===== src/rtl/cache_nway_control.sv =====
// cache_nway_control
//   N-way write-back / write-allocate cache controller FSM. It sits between
//   the cache datapath (tag/data/valid/dirty/LRU arrays) and physical memory.
//   It serves hits in IDLE with zero added latency. A miss picks a victim:
//   the lowest invalid way, otherwise the LRU way. A dirty victim is written
//   back, the line is filled, and the request is then re-serviced as a hit.
//   A flush walker writes back every valid+dirty line in the cache.
//
// Optional feature macro: CACHE_PERF_CNT_EN
//   When defined, this build has saturating 32-bit hit and miss counters.
//   When undefined, hit_count and miss_count are constant zero.
//
// Ports
//   clk, rst_n                  clock, asynchronous active-low reset
//   mem_read/mem_write/mem_resp CPU request (level) and completion pulse
//   hit_vec/valid_vec/dirty_vec per-way status of the current set
//   lru_way                     LRU way of the current set
//   load_lru/load_data/load_tag/load_valid/load_dirty  array write enables
//   dirty_in, data_in_sel       dirty value written / data source select
//   data_way_sel                way for data-out and LRU update
//   addr_sel, set_idx           address source and flush set index
//   pmem_read/pmem_write/pmem_resp  physical memory handshake
//   flush_req/flush_done        flush request and completion pulse
//   hit_count/miss_count        performance counters
module cache_nway_control #(
  parameter  int WAYS  = 4,
  parameter  int SETS  = 8,
  localparam int WAY_W = $clog2(WAYS),
  localparam int SET_W = $clog2(SETS)
) (
  input  logic             clk,
  input  logic             rst_n,
  input  logic             mem_read,
  input  logic             mem_write,
  output logic             mem_resp,
  input  logic [WAYS-1:0]  hit_vec,
  input  logic [WAYS-1:0]  valid_vec,
  input  logic [WAYS-1:0]  dirty_vec,
  input  logic [WAY_W-1:0] lru_way,
  output logic             load_lru,
  output logic [WAYS-1:0]  load_data,
  output logic [WAYS-1:0]  load_tag,
  output logic [WAYS-1:0]  load_valid,
  output logic [WAYS-1:0]  load_dirty,
  output logic             dirty_in,
  output logic             data_in_sel,
  output logic [WAY_W-1:0] data_way_sel,
  output logic [1:0]       addr_sel,
  output logic [SET_W-1:0] set_idx,
  output logic             pmem_read,
  output logic             pmem_write,
  input  logic             pmem_resp,
  input  logic             flush_req,
  output logic             flush_done,
  output logic [31:0]      hit_count,
  output logic [31:0]      miss_count
);

  typedef enum logic [2:0] {S_IDLE, S_WB, S_FILL, S_FSCAN, S_FWB, S_FDONE} state_e;

  state_e           state_q, state_d;
  logic [WAY_W-1:0] victim_q, victim_d;
  logic [SET_W-1:0] set_cnt_q, set_cnt_d;
  logic [WAY_W-1:0] way_cnt_q, way_cnt_d;
  logic             retry_q, retry_d;

  // Lowest set bit wins; a multi-hit is a datapath error and must still resolve.
  function automatic logic [WAY_W-1:0] lowest_idx(input logic [WAYS-1:0] v);
    lowest_idx = '0;
    for (int i = WAYS - 1; i >= 0; i--)
      if (v[i]) lowest_idx = WAY_W'(i);
  endfunction

  logic             req, hit, last_line, do_adv;
  logic [WAY_W-1:0] hit_idx, victim;
  logic [WAYS-1:0]  hit_oh, vic_oh, cnt_oh;

  assign req       = mem_read | mem_write;
  assign hit       = |hit_vec;
  assign hit_idx   = lowest_idx(hit_vec);
  assign victim    = (&valid_vec) ? lru_way : lowest_idx(~valid_vec);
  assign hit_oh    = WAYS'(1) << hit_idx;
  assign vic_oh    = WAYS'(1) << victim_q;
  assign cnt_oh    = WAYS'(1) << way_cnt_q;
  assign last_line = (set_cnt_q == SET_W'(SETS - 1)) && (way_cnt_q == WAY_W'(WAYS - 1));

  always_ff @(posedge clk or negedge rst_n) begin
    if (!rst_n) begin
      state_q   <= S_IDLE;
      victim_q  <= '0;
      set_cnt_q <= '0;
      way_cnt_q <= '0;
      retry_q   <= 1'b0;
    end else begin
      state_q   <= state_d;
      victim_q  <= victim_d;
      set_cnt_q <= set_cnt_d;
      way_cnt_q <= way_cnt_d;
      retry_q   <= retry_d;
    end
  end

  always_comb begin
    state_d   = state_q;
    victim_d  = victim_q;
    set_cnt_d = set_cnt_q;
    way_cnt_d = way_cnt_q;
    retry_d   = retry_q;
    do_adv    = 1'b0;
    unique case (state_q)
      S_IDLE: begin
        // retry_q only marks the first IDLE cycle after a fill.
        retry_d = 1'b0;
        if (req) begin
          if (!hit) begin
            victim_d = victim;
            state_d  = (valid_vec[victim] && dirty_vec[victim]) ? S_WB : S_FILL;
          end
        end else if (flush_req) begin
          state_d   = S_FSCAN;
          set_cnt_d = '0;
          way_cnt_d = '0;
        end
      end
      S_WB:    if (pmem_resp) state_d = S_FILL;
      S_FILL: begin
        if (pmem_resp) begin
          state_d = S_IDLE;
          retry_d = 1'b1;
        end
      end
      S_FSCAN: begin
        if (valid_vec[way_cnt_q] && dirty_vec[way_cnt_q]) state_d = S_FWB;
        else do_adv = 1'b1;
      end
      S_FWB:   if (pmem_resp) do_adv = 1'b1;
      S_FDONE: state_d = S_IDLE;
      default: state_d = S_IDLE;
    endcase
    // The walker steps way-major within a set, then moves to the next set.
    if (do_adv) begin
      state_d = last_line ? S_FDONE : S_FSCAN;
      if (way_cnt_q == WAY_W'(WAYS - 1)) begin
        way_cnt_d = '0;
        set_cnt_d = set_cnt_q + SET_W'(1);
      end else begin
        way_cnt_d = way_cnt_q + WAY_W'(1);
      end
    end
  end

  logic             mem_resp_c, load_lru_c, dirty_in_c, data_in_sel_c;
  logic             pmem_read_c, pmem_write_c, flush_done_c;
  logic [WAYS-1:0]  load_data_c, load_tag_c, load_valid_c, load_dirty_c;
  logic [WAY_W-1:0] way_sel_c;
  logic [1:0]       addr_sel_c;
  logic [SET_W-1:0] set_idx_c;

  always_comb begin
    mem_resp_c    = 1'b0;
    load_lru_c    = 1'b0;
    dirty_in_c    = 1'b0;
    data_in_sel_c = 1'b0;
    pmem_read_c   = 1'b0;
    pmem_write_c  = 1'b0;
    flush_done_c  = 1'b0;
    load_data_c   = '0;
    load_tag_c    = '0;
    load_valid_c  = '0;
    load_dirty_c  = '0;
    way_sel_c     = '0;
    addr_sel_c    = 2'd0;
    set_idx_c     = '0;
    unique case (state_q)
      S_IDLE: begin
        if (req && hit) begin
          mem_resp_c = 1'b1;
          load_lru_c = 1'b1;
          way_sel_c  = hit_idx;
          if (mem_write) begin
            load_data_c   = hit_oh;
            load_dirty_c  = hit_oh;
            dirty_in_c    = 1'b1;
            data_in_sel_c = 1'b1;
          end
        end
      end
      S_WB: begin
        pmem_write_c = 1'b1;
        addr_sel_c   = 2'd1;
        way_sel_c    = victim_q;
      end
      S_FILL: begin
        pmem_read_c = 1'b1;
        way_sel_c   = victim_q;
        // Arrays are written only when the memory line is actually present.
        if (pmem_resp) begin
          load_data_c  = vic_oh;
          load_tag_c   = vic_oh;
          load_valid_c = vic_oh;
          load_dirty_c = vic_oh;
        end
      end
      S_FSCAN: begin
        addr_sel_c = 2'd2;
        set_idx_c  = set_cnt_q;
        way_sel_c  = way_cnt_q;
      end
      S_FWB: begin
        pmem_write_c = 1'b1;
        addr_sel_c   = 2'd2;
        set_idx_c    = set_cnt_q;
        way_sel_c    = way_cnt_q;
        if (pmem_resp) load_dirty_c = cnt_oh;
      end
      S_FDONE: flush_done_c = 1'b1;
      default: ;
    endcase
  end

  // Gating with rst_n forces every output low while reset is asserted,
  // including the pmem strobes mid-transaction.
  assign mem_resp     = rst_n & mem_resp_c;
  assign load_lru     = rst_n & load_lru_c;
  assign dirty_in     = rst_n & dirty_in_c;
  assign data_in_sel  = rst_n & data_in_sel_c;
  assign pmem_read    = rst_n & pmem_read_c;
  assign pmem_write   = rst_n & pmem_write_c;
  assign flush_done   = rst_n & flush_done_c;
  assign load_data    = rst_n ? load_data_c  : '0;
  assign load_tag     = rst_n ? load_tag_c   : '0;
  assign load_valid   = rst_n ? load_valid_c : '0;
  assign load_dirty   = rst_n ? load_dirty_c : '0;
  assign data_way_sel = rst_n ? way_sel_c    : '0;
  assign addr_sel     = rst_n ? addr_sel_c   : 2'd0;
  assign set_idx      = rst_n ? set_idx_c    : '0;

`ifdef CACHE_PERF_CNT_EN
  logic        hit_evt, miss_evt;
  logic [31:0] hit_cnt_q, miss_cnt_q;

  // A retry response completes a miss that was already counted.
  assign hit_evt  = (state_q == S_IDLE) && req && hit && !retry_q;
  assign miss_evt = (state_q == S_IDLE) && req && !hit;

  always_ff @(posedge clk or negedge rst_n) begin
    if (!rst_n) begin
      hit_cnt_q  <= '0;
      miss_cnt_q <= '0;
    end else begin
      if (hit_evt && (hit_cnt_q != 32'hFFFF_FFFF))   hit_cnt_q  <= hit_cnt_q + 32'd1;
      if (miss_evt && (miss_cnt_q != 32'hFFFF_FFFF)) miss_cnt_q <= miss_cnt_q + 32'd1;
    end
  end

  assign hit_count  = hit_cnt_q;
  assign miss_count = miss_cnt_q;
`else
  assign hit_count  = '0;
  assign miss_count = '0;
`endif

endmodule


===== config.mk =====
export PLATFORM = sky130hd
export DESIGN_NAME = cache_nway_control
export DESIGN_NICKNAME = d
export VERILOG_FILES = /design/src/rtl/cache_nway_control.sv
export SDC_FILE = /design/constraint.sdc
export NUM_CORES = 1
export LEC_CHECK = 0
export CORE_ASPECT_RATIO = 0.6
export CORE_MARGIN = 1.5
export CORE_UTILIZATION = 36
export CTS_CLUSTER_SIZE = 28
export DETAILED_ROUTE_END_ITERATION = 12
export GPL_ROUTABILITY_DRIVEN = 0
export PLACE_DENSITY = 0.82
export SYNTH_ARGS = -nofsm -noshare
export SYNTH_HDL_FRONTEND = slang
export SYNTH_SLANG_ARGS = --single-unit

===== constraint.sdc =====
create_clock -name clk -period 2.3 [get_ports clk]
set_input_delay 0.46 -clock clk [delete_from_list [all_inputs] [get_ports clk]]
set_output_delay 0.46 -clock clk [all_outputs]
set_load 0.01 [all_outputs]

==> results of run 1 <==
-- registers in the layout, summed over array words and instances, names as in the netlist --
name,cells
state_q,3
way_cnt_q,2
victim_q,2
set_cnt_q,3
-- power by group through the flow --
stage,logic (uW),registers [uW],clock network (uW)
final,1380,293,239
after global routing,1480,299,250
after CTS,1180,285,233
after detailed placement,1100,287,0
after global placement,1070,284,0
after floorplan,707,277,0
-- layer usage --
layer,GRT usage [%],part of all wire (%)
met2,29.42,50
met1,22.93,43
met5,0,0
met3,3.689,6.0
met4,2.679,0.53
-- worst paths after layout --
kind | cells past startpoint | to | slack [ns] | start
worst max-delay path | 7 | load_dirty[2] | 0.03 | state_q[2]
worst min-delay path | 2 | state_q[0] | 0.23 | rst_n
worst max register to register | 6 | victim_q[1] | 0.50 | state_q[0]
worst min register to register | 1 | set_cnt_q[0] | 0.51 | set_cnt_q[0]
max in group asynchronous | 4 | way_cnt_q[0] | 1.75 | rst_n
min in group clk | 1 | set_cnt_q[0] | 0.51 | set_cnt_q[0]
-- layout by cell type (no fill, tap or decap), types with 3 or more instances in the layout --
cell,instances
a21oi_1,7
a21oi_2,3
and2_1,4
buf_2,18
buf_4,35
buf_6,6
clkbuf_2,3
clkbuf_8,4
clkdlybuf4s50_1,12
conb_1,64
dfrtp_1,8
dlygate4sd2_1,8
dlymetal6s2s_1,7
ha_1,6
inv_1,8
mux2i_1,3
nand2_1,19
nand3_1,4
nor2_1,18
nor3_4,5
o21ai_0,6
-- worst register-to-register path, delay by kind of cell (launching register included) --
family	cells	cell delay, ns
simple gates	2	0.68
flops	1	0.46
buf+inv	2	0.30
compound gates	2	0.27
-- cell type report --
class	count	area, um2
multi-input combinational	189	1262
fill	399	1851
inverter	8	30.03
timing repair buffer	91	753.2
tap	60	75.07
sequential	10	252.7
clock buffer	4	55.05
-- what timing repair did --
item / CTS / global route
pin swaps: 7 / 9
setup endpoints to repair: 30 / 25
buffers inserted: 5 / 5
gates resized for setup: 96 / 50
-- metrics by stage --
stage | util (%) | hold slack, ns
2_1_floorplan | - | 0.1644
3_3_place_gp | 50.53 | 0.4915
3_5_place_dp | 50.53 | 0.5187
4_1_cts | 53.42 | 0.5253
5_1_grt | 56.75 | 0.2260
6_report | 56.75 | 0.2265
-- cells by family after synthesis --
kind of cell,synth area share [%]
other,0.2243
xor gates and xnor gates,0.5240
muxes,4.491
adders and majority gates,4.491
AOI/OAI and AO/OA,12.58
and+or+nand+nor,27.17
buffers and inverters,35.55
DFF,14.97
==> impl_summary.txt, run 1 <==
----------------------------------------------------
[Pwr]
  Switching power total ... 888.3 uW
  Share of total power in the clock network ... approximately an eighth
  Static leakage power ... roughly 0.0013 uW
  Part of the total power dissipated in combinational logic ... ~72%
  Sequential cell fraction of total power ... 15.3%
  Fraction of power spent switching nets ... roughly 46%
  Internal power ... between 1000 and 1500 uW
  Maximum VDD drop ... around 250 uV
  Sum of internal, switching and leakage power ... 1910 uW
  Areal power density over the cells ... around 790 nW/um2

[Global route]
  Vias in the first global route ... approximately 1.5k
  Largest net degree at the start of global routing ... 10
  Total congestion overflow after global routing ... 0
  Number of antenna violations at the first check in global routing ... 0
  GRT Total Usage ... ~17%
  First-pass GRT wire length ... between 7 and 8 mm

[Detailed routing]
  Initial DRC Count ... 80
  Vias per cell ... 4.478
  Antenna Nets Post-Route ... 0
  Detailed-route via count ... approximately 1.6k
  Wire length per cell after detailed routing ... between 10 and 15 um
  Post-route DRC ... 0
  Count of TritonRoute iterations in the first routing pass ... 4
  WL final ... ~4.9 mm

[Synthesis]
  Fraction of synthesized cell area taken by the top area cell type ... between 30% and 40%
  Unique masters post-synth ... between 40 and 50
  Most used DFF post-synth ... dfrtp_1
  Synth cell count leaders ... buf_4, nand2_1, nor2_1, a21oi_1, dfrtp_1
  Number of enable flip-flop cells after synthesis ... 0
  Post-synthesis register bit count ... 10
  Number of instances in the synthesized netlist ... between 200 and 250
  Share of flip-flops with an asynchronous set or reset ... 100.0%
  Post-synth design cell area ... between 1500 and 2000 um2
  Total number of yosys warnings ... 0
  Library cell with the largest summed area after synthesis ... buf_4
  Portion of the post-synthesis area used by sequential elements ... 14.97%
  Library cell with the highest instance count after synthesis ... buf_4
  Main area contributors after synthesis ... buf_4, dfrtp_1, nand2_1
  Average footprint of a synthesized cell ... 7.598 um2

[Floorplanning]
  Chip width ... roughly 91 um
  Effective utilization at floorplan ... 39.06%
  Die Height ... between 50 and 60 um
  Area of the die ... roughly 5100 um2
  Std cell rows ... 18
  Number of ports placed on the die boundary ... 114
  CORE AREA ... around 4300 um2

[Worst setup path]
  Critical path cell sequence ... buf_6, nor4b_4, buf_4, buf_4, a32oi_2, a21oi_1, buf_2
  Data required time of the critical path ... around 1.8 ns
  Setup crit start kind ... flip-flop
  Stage delay of the slowest cell on the critical path ... between 0.4 and 0.5 ns
  Worst Path Arrival ... around 1.8 ns
  Top cell family by delay on the critical path ... buffers and inverters
  Critical-path top delay cell ... dfrtp_1
  Critical path's most frequent cell ... buf_4
  Crit end category ... output pin
  Crit path max fanout ... 7
  Critical path class ... reg -> out
  Number of buffer and inverter stages on the critical path ... 4

[STA]
  Highest attainable clock frequency ... roughly 0.44 GHz
  Share of the clock period used by the worst path ... approximately 99%
  Worst clock skew ... roughly 0.0073 ns
  Unrepaired setup endpoints after global routing ... yes
  Max-slew violations ... 0
  Setup total negative slack ... 0 ns
  Min setup slack post-route ... about 0.027 ns
  Final-report setup violation count ... 0
  Minimum clock period ... roughly 2.3 ns
  Hold violation count in the final report ... 0

[CTS]
  TritonCTS clock tree ... yes
  Latest clock arrival within the worst-skew pair ... roughly 0.25 ns
  Cts bufs inserted ... 3
  TritonCTS sink count ... 10
  CTS HTree Levels ... 1
  # hold bufs at CTS ... 0
  Clock Root Buffer ... clkbuf_8
  Maximum clock insertion buffer count ... 2
  Clock-pin slew of the registers on the worst-case setup and hold paths ... 0.06 ns

[Place]
  HPWL after DPL ... ~3.7 mm
  Post-placement cell count ... between 300 and 400
  DP Worst Slack ... -0.4605 ns
  Port buffer count ... 49
  Post-Place Cell Area ... 2162 um2

[Outcome]
  Status ... finished, final reports clean

[Cells and area]
  Synth-to-layout area growth ... 45.28%
  Count of nets after finishing ... 329
  Area of all placed cells without fillers ... approximately 2400 um2
  Antenna fix cells ... 0
  Final cell count without fillers ... 362
  Share of layout cells above drive strength 1 ... a little over a third

[Flow run]
  Number of max-cap violations ... 0

[Hold path]
  Class of the tightest hold or removal check ... in -> async

----------------------------------------------------
No activity file was read; power rests on OpenSTA's default activity.
==> inputs of run 2 (changes only) <==
--- a/config.mk
+++ b/config.mk
@@ -6,7 +6,6 @@
 export NUM_CORES = 1
 export LEC_CHECK = 0
 export CORE_ASPECT_RATIO = 0.6
-export CORE_MARGIN = 1.5
 export CORE_UTILIZATION = 36
 export CTS_CLUSTER_SIZE = 28
 export DETAILED_ROUTE_END_ITERATION = 12
==> run 2 against run 1 <==
- via count is 1.0% higher
- sequential power is 3% lower
- register-to-register slack worse by 0.08 ns
- total power is 2.2% lower
- final area is 2.8% lower
- worst hold slack better by 0.28 ns
- critical path depth is 1 higher
- worst setup slack worse by 0.086 ns
- non-clock buffer count is 1 lower
- sequential share of layout area is 0.20 points higher
- wire length is 2.8% higher
- clock power is 2% lower
- the flow now finishes with violations (setup timing)
- highest routed layer unchanged
==> impl_summary.txt, run 2 (synthesis gave the netlist of run 1 again) <==
----------------------------------------------------
[Global route]
  Total congestion overflow after global routing ... 0
  GRT Total Usage ... around a fifth
  Vias in the first global route ... 1522
  First-pass GRT wire length ... approximately 7.7 mm
  Number of antenna violations at the first check in global routing ... 0
  Largest net degree at the start of global routing ... 10

[Worst setup path]
  Critical path cell sequence ... buf_6, buf_4, mux2_4, a22oi_2, nor2_2, a221oi_2, nor2_1, buf_2
  Stage delay of the slowest cell on the critical path ... roughly 0.43 ns
  Critical path class ... reg -> out
  Worst Path Arrival ... roughly 1.9 ns
  Critical-path top delay cell ... dfrtp_1
  Crit end category ... output pin
  Data required time of the critical path ... about 1.8 ns
  Crit path max fanout ... 3
  FF-to-FF setup slack ... ~0.42 ns
  Top cell family by delay on the critical path ... buffers and inverters
  Number of buffer and inverter stages on the critical path ... 3
  Setup crit start kind ... flip-flop

[Detailed routing]
  Initial DRC Count ... 110
  WL final ... about 5 mm
  Post-route DRC ... 0
  Wire length per cell after detailed routing ... 14.08 um
  Count of TritonRoute iterations in the first routing pass ... 4
  Antenna Nets Post-Route ... 0
  Detailed-route via count ... about 1.6k
  Vias per cell ... roughly 4.5

[STA]
  Min setup slack post-route ... -0.05884 ns
  Hold violation count in the final report ... 0
  Share of the clock period used by the worst path ... 102.6%
  Highest attainable clock frequency ... ~0.42 GHz
  Worst clock skew ... approximately 0.0029 ns
  Unrepaired setup endpoints after global routing ... yes
  Final-report setup violation count ... 4
  Minimum clock period ... approximately 2.4 ns
  Max-slew violations ... 0
  Final hold slack ... ~0.5 ns

[Cells and area]
  Antenna fix cells ... 0
  Leading cell types in the layout, fill and taps excluded ... conb_1, buf_4, nand2_1
  Share of layout cells above drive strength 1 ... 33.89%
  Top flop regs ... set_cnt_q: 3 flops, state_q: 3 flops
  Synth-to-layout area growth ... 41.17%
  Count of nets after finishing ... 328
  Leading cell type in the layout, fill and taps excluded ... conb_1
  Final cell count without fillers ... 361

[CTS]
  Clock-pin slew of the registers on the worst-case setup and hold paths ... 0.06 ns
  Clock Root Buffer ... clkbuf_8
  CTS HTree Levels ... 1
  Latest clock arrival within the worst-skew pair ... roughly 0.24 ns
  Cts bufs inserted ... 3
  TritonCTS sink count ... 10
  Maximum clock insertion buffer count ... 2
  # hold bufs at CTS ... 0
  TritonCTS clock tree ... yes

[Floorplanning]
  CORE AREA ... about 4300 um2
  Std cell rows ... 18
  Number of ports placed on the die boundary ... about 110
  Effective utilization at floorplan ... between 30% and 40%
  Area of the die ... 4929 um2
  Chip width ... approximately 90 um
  Die Height ... roughly 55 um

[Outcome]
  Violated checks ... setup timing
  Status ... finished with violations

[Place]
  HPWL after DPL ... approximately 3.8 mm
  Post-placement cell count ... around 350
  Port buffer count ... 49

[Pwr]
  Maximum VDD drop ... approximately 330 uV
  Static leakage power ... around 0.0012 uW
  Sum of internal, switching and leakage power ... about 1900 uW
  Areal power density over the cells ... 791.7 nW/um2

[Hold path]
  Class of the tightest hold or removal check ... reg -> reg

[Flow run]
  Number of max-cap violations ... 0

----------------------------------------------------
run 2: cell types whose count changed in the layout (fill, tap and decap cells not counted), sizes merged:
| cell | change |
|---|---|
| buf | -2 |
| clkbuf | +1 |
| clkdlybuf4s50 | +2 |
| dlygate4sd2 | +4 |
| dlymetal6s2s | -6 |
run 2: final timing paths:
kind,start,to,cells after the start
worst max-delay path,state_q[0],data_way_sel[1],8
worst min-delay path,set_cnt_q[0],set_cnt_q[0],1
worst max register to register,state_q[0],state_q[1],8
worst min register to register,set_cnt_q[0],set_cnt_q[0],1
max in group asynchronous,rst_n,way_cnt_q[0],4
min in group asynchronous,rst_n,set_cnt_q[2],3
run 2: worst register-to-register path: stages (launching register included):
cell	delay [ns]
dfrtp_1	0.43
buf_12	0.16
buf_4	0.13
nor2b_2	0.17
buf_4	0.15
a211oi_1	0.27
o31ai_1	0.14
a21oi_1	0.19
o41ai_2	0.10
run 2: timing repair:
item | 4_1_cts | 5_1_grt
pin swaps | 6 | 10
buffers inserted | 8 | 1
resized for setup | 110 | 27
endpoints found under the setup margin | 30 | 25
cloned | 0 | 0
run 2: report_power, final:
part	internal, uW	switching, uW
registers	232	52.1
clock network	151	82.2
logic	600	750
total	983	885
run 2: per-layer routing:
metal	track usage (%)	part of all wire [%]	up-vias
met3	6.111	6.5	6
met5	0	0	-
met4	3.226	0.59	0
met1	24.88	45	793
met2	37.05	48	64
li1	-	-	775
run 2: final cells by class:
cell class | count | area [um2]
inverter | 8 | 30.03
clock buffer | 4 | 55.05
fill | 407 | 1919
sequential | 10 | 250.2
multi-input combinational | 189 | 1246
tap | 60 | 75.07
timing repair buffer | 90 | 703.2
run 2: per-stage QoR:
| step | worst slack, ns | setup TNS, ns | area [um2] | utilization, % |
|---|---|---|---|---|
| after global routing | -0.1560 | -0.8997 | 2360 | 55.15 |
| after floorplan | 0.2025 | 0 | 1908 | - |
| after global placement | -0.4280 | -9.014 | 2170 | 50.70 |
| after CTS | -0.1573 | -0.4678 | 2330 | 54.44 |
| final | -0.05884 | -0.1575 | 2360 | 55.15 |
| after detailed placement | -0.4506 | -10.13 | 2170 | 50.70 |
==> inputs of run 3 (changes only) <==
--- a/config.mk
+++ b/config.mk
@@ -5,12 +5,13 @@
 export SDC_FILE = /design/constraint.sdc
 export NUM_CORES = 1
 export LEC_CHECK = 0
+export CAP_MARGIN = 20
 export CORE_ASPECT_RATIO = 0.6
 export CORE_UTILIZATION = 36
 export CTS_CLUSTER_SIZE = 28
 export DETAILED_ROUTE_END_ITERATION = 12
 export GPL_ROUTABILITY_DRIVEN = 0
-export PLACE_DENSITY = 0.82
+export PLACE_DENSITY = 0.79
 export SYNTH_ARGS = -nofsm -noshare
 export SYNTH_HDL_FRONTEND = slang
 export SYNTH_SLANG_ARGS = --single-unit
==> run 3 against run 2 <==
- worst setup slack better by 0.090 ns
- the run now ends clean
- non-clock buffer count up 3
- maximum frequency up 3.9%
- highest routed layer unchanged
- clock-buffer cell count unchanged
- register-to-register slack better by 0.05 ns
- largest cell class unchanged
- first-iteration DRC count down 28%
- via count up 0.49%
- final area down 1.0%
- combinational power down 3%
==> impl_summary.txt, run 3 (synthesis gave the netlist of run 1 again) <==
----------------------------------------------------
[Floorplanning]
  Number of ports placed on the die boundary ... between 100 and 150
  CORE AREA ... between 4000 and 5000 um2
  Die Height ... around 55 um
  Std cell rows ... 18
  Area of the die ... 4929 um2
  Chip width ... about 90 um
  Effective utilization at floorplan ... roughly two fifths

[Worst setup path]
  Crit end category ... output pin
  FF-to-FF setup slack ... around 0.47 ns
  Setup crit start kind ... input port
  Stage delay of the slowest cell on the critical path ... roughly 0.43 ns
  Critical path class ... in -> out
  Length in cells of the worst reg-to-reg path ... 8
  Critical path cell sequence ... clkdlybuf4s50_1, nor2_1, nor2_4, buf_4, a221oi_1, nor2_1, buf_2
  Critical-path top delay cell ... clkdlybuf4s50_1
  Worst Path Arrival ... 1.81 ns
  Data required time of the critical path ... roughly 1.8 ns
  Crit path max fanout ... 3
  Critical path's most frequent cell ... nor2_1

[Global route]
  First-pass GRT wire length ... around 7 mm
  Global Route met3 Usage ... 5.833%
  GRT Total Usage ... 18.93%
  Total congestion overflow after global routing ... 0
  Largest net degree at the start of global routing ... 10
  Global-route track usage on met1 ... between 20% and 30%
  Met2 track utilization from global routing ... 31.54%
  Vias in the first global route ... between 1k and 1.5k
  Grt peak-use layer ... met2
  Number of antenna violations at the first check in global routing ... 0

[CTS]
  Latest clock arrival within the worst-skew pair ... about 0.24 ns
  TritonCTS clock tree ... yes
  TritonCTS sink count ... 10
  Maximum clock insertion buffer count ... 2
  Cts bufs inserted ... 3
  CTS HTree Levels ... 1
  # hold bufs at CTS ... 0
  Clock Root Buffer ... clkbuf_8
  Clock-pin slew of the registers on the worst-case setup and hold paths ... ~0.050 ns

[STA]
  Unrepaired setup endpoints after global routing ... yes
  Highest attainable clock frequency ... about 0.44 GHz
  Hold violation count in the final report ... 0
  Minimum clock period ... about 2.3 ns
  Max-slew violations ... 0
  Worst clock skew ... ~0.0011 ns
  Share of the clock period used by the worst path ... between 90% and 100%
  Setup total negative slack ... 0 ns
  Final-report setup violation count ... 0

[Hold path]
  Class of the tightest hold or removal check ... in -> async

[Detailed routing]
  Initial DRC Count ... 79
  Antenna Nets Post-Route ... 0
  Vias per cell ... 4.522
  WL final ... between 4 and 5 mm
  Count of TritonRoute iterations in the first routing pass ... 4
  Detailed-route via count ... ~1.6k
  Wire length per cell after detailed routing ... 13.60 um
  Post-route DRC ... 0

[Flow run]
  Number of max-cap violations ... 0

[Pwr]
  Static leakage power ... between 0.001 and 0.0015 uW
  Maximum VDD drop ... roughly 240 uV
  Areal power density over the cells ... just under 800 nW/um2

[Cells and area]
  Synth-to-layout area growth ... 39.75%
  Antenna fix cells ... 0
  Leading cell type in the layout, fill and taps excluded ... conb_1
  Number of fillers in the final layout ... roughly 420
  Count of nets after finishing ... about 330
  Leading cell types in the layout, fill and taps excluded ... conb_1, buf_4, nand2_1
  Top flop regs ... set_cnt_q: 3 flops, state_q: 3 flops
  Utilization after layout ... a little over half
  Share of layout cells above drive strength 1 ... a little over a third

[Place]
  HPWL after DPL ... between 3 and 4 mm
  Port buffer count ... between 40 and 50

[Outcome]
  Status ... finished, final reports clean

----------------------------------------------------
## run 3: changes by cell type in the layout (fill, tap and decap cells not counted), moves of 2 or more
cell,before,now
a32oi_4,2,0
nor3_4,4,2
mux2_2,0,2
buf_2,18,10
mux2_4,2,0
buf_4,36,39
nor3_2,3,5
dfrtp_2,0,3
a32oi_2,0,2
dfrtp_1,10,7
dlygate4sd2_1,12,14
nor2_2,3,1
clkbuf_2,4,12
## run 3: final cells by class
class	count	area, um2	share of cell area [%]
repair buffers	93	720.7	30.85
flip-flops and latches	10	254.0	10.87
clock buffers	4	55.05	2.357
well taps	60	75.07	3.214
multi-input cells	189	1201	51.42
inverters	8	30.03	1.285
## run 3: power by group
group          switching (uW)  total [uW]  internal, uW
registers                53.7         289           235
clock network            77.3         228           151
logic                     706        1310           607
total                     837        1830           993
## run 3: timing repair
item / in CTS / in global routing
buffers inserted: 6 / 3
setup endpoints to repair: 30 / 21
resized for setup: 86 / 42
pin swaps: 2 / 3
## run 3: critical path: cells and delay by family
family | cells | cell delay, ns
and+or+nand+nor | 3 | 0.40
buffers and inverters | 3 | 0.72
AOI/OAI and AO/OA | 1 | 0.23
## run 3: path summary, 6_finish.rpt
kind                                         to    startpoint
worst min-delay path                victim_q[1]         rst_n
max in group asynchronous            state_q[0]         rst_n
min in group clk                   set_cnt_q[0]  set_cnt_q[0]
worst max-delay path            data_way_sel[0]      mem_read
worst max register to register     set_cnt_q[0]    state_q[1]
worst min register to register     set_cnt_q[0]  set_cnt_q[0]
## run 3: per-stage QoR
step | worst slack [ns] | power [uW] | cell area [um2] | instances | hold slack [ns]
finish | 0.03070 | 1830 | 2336 | 364 | 0.4411
global route | -0.06903 | 1948 | 2336 | 364 | 0.4432
CTS | -0.09410 | 1717 | 2325 | 361 | 0.4238
detailed placement | -0.4403 | 1414 | 2185 | 351 | 0.5208
global placement | -0.4282 | 1388 | 2185 | 351 | 0.4910
floorplan | 0.2025 | 984.1 | 1908 | 283 | 0.1644
## run 3: per-layer routing
metal	vias to the layer above	part of all wire, %
met5	-	0
met1	768	44
met3	10	10
met4	0	1.2
li1	781	-
met2	87	45
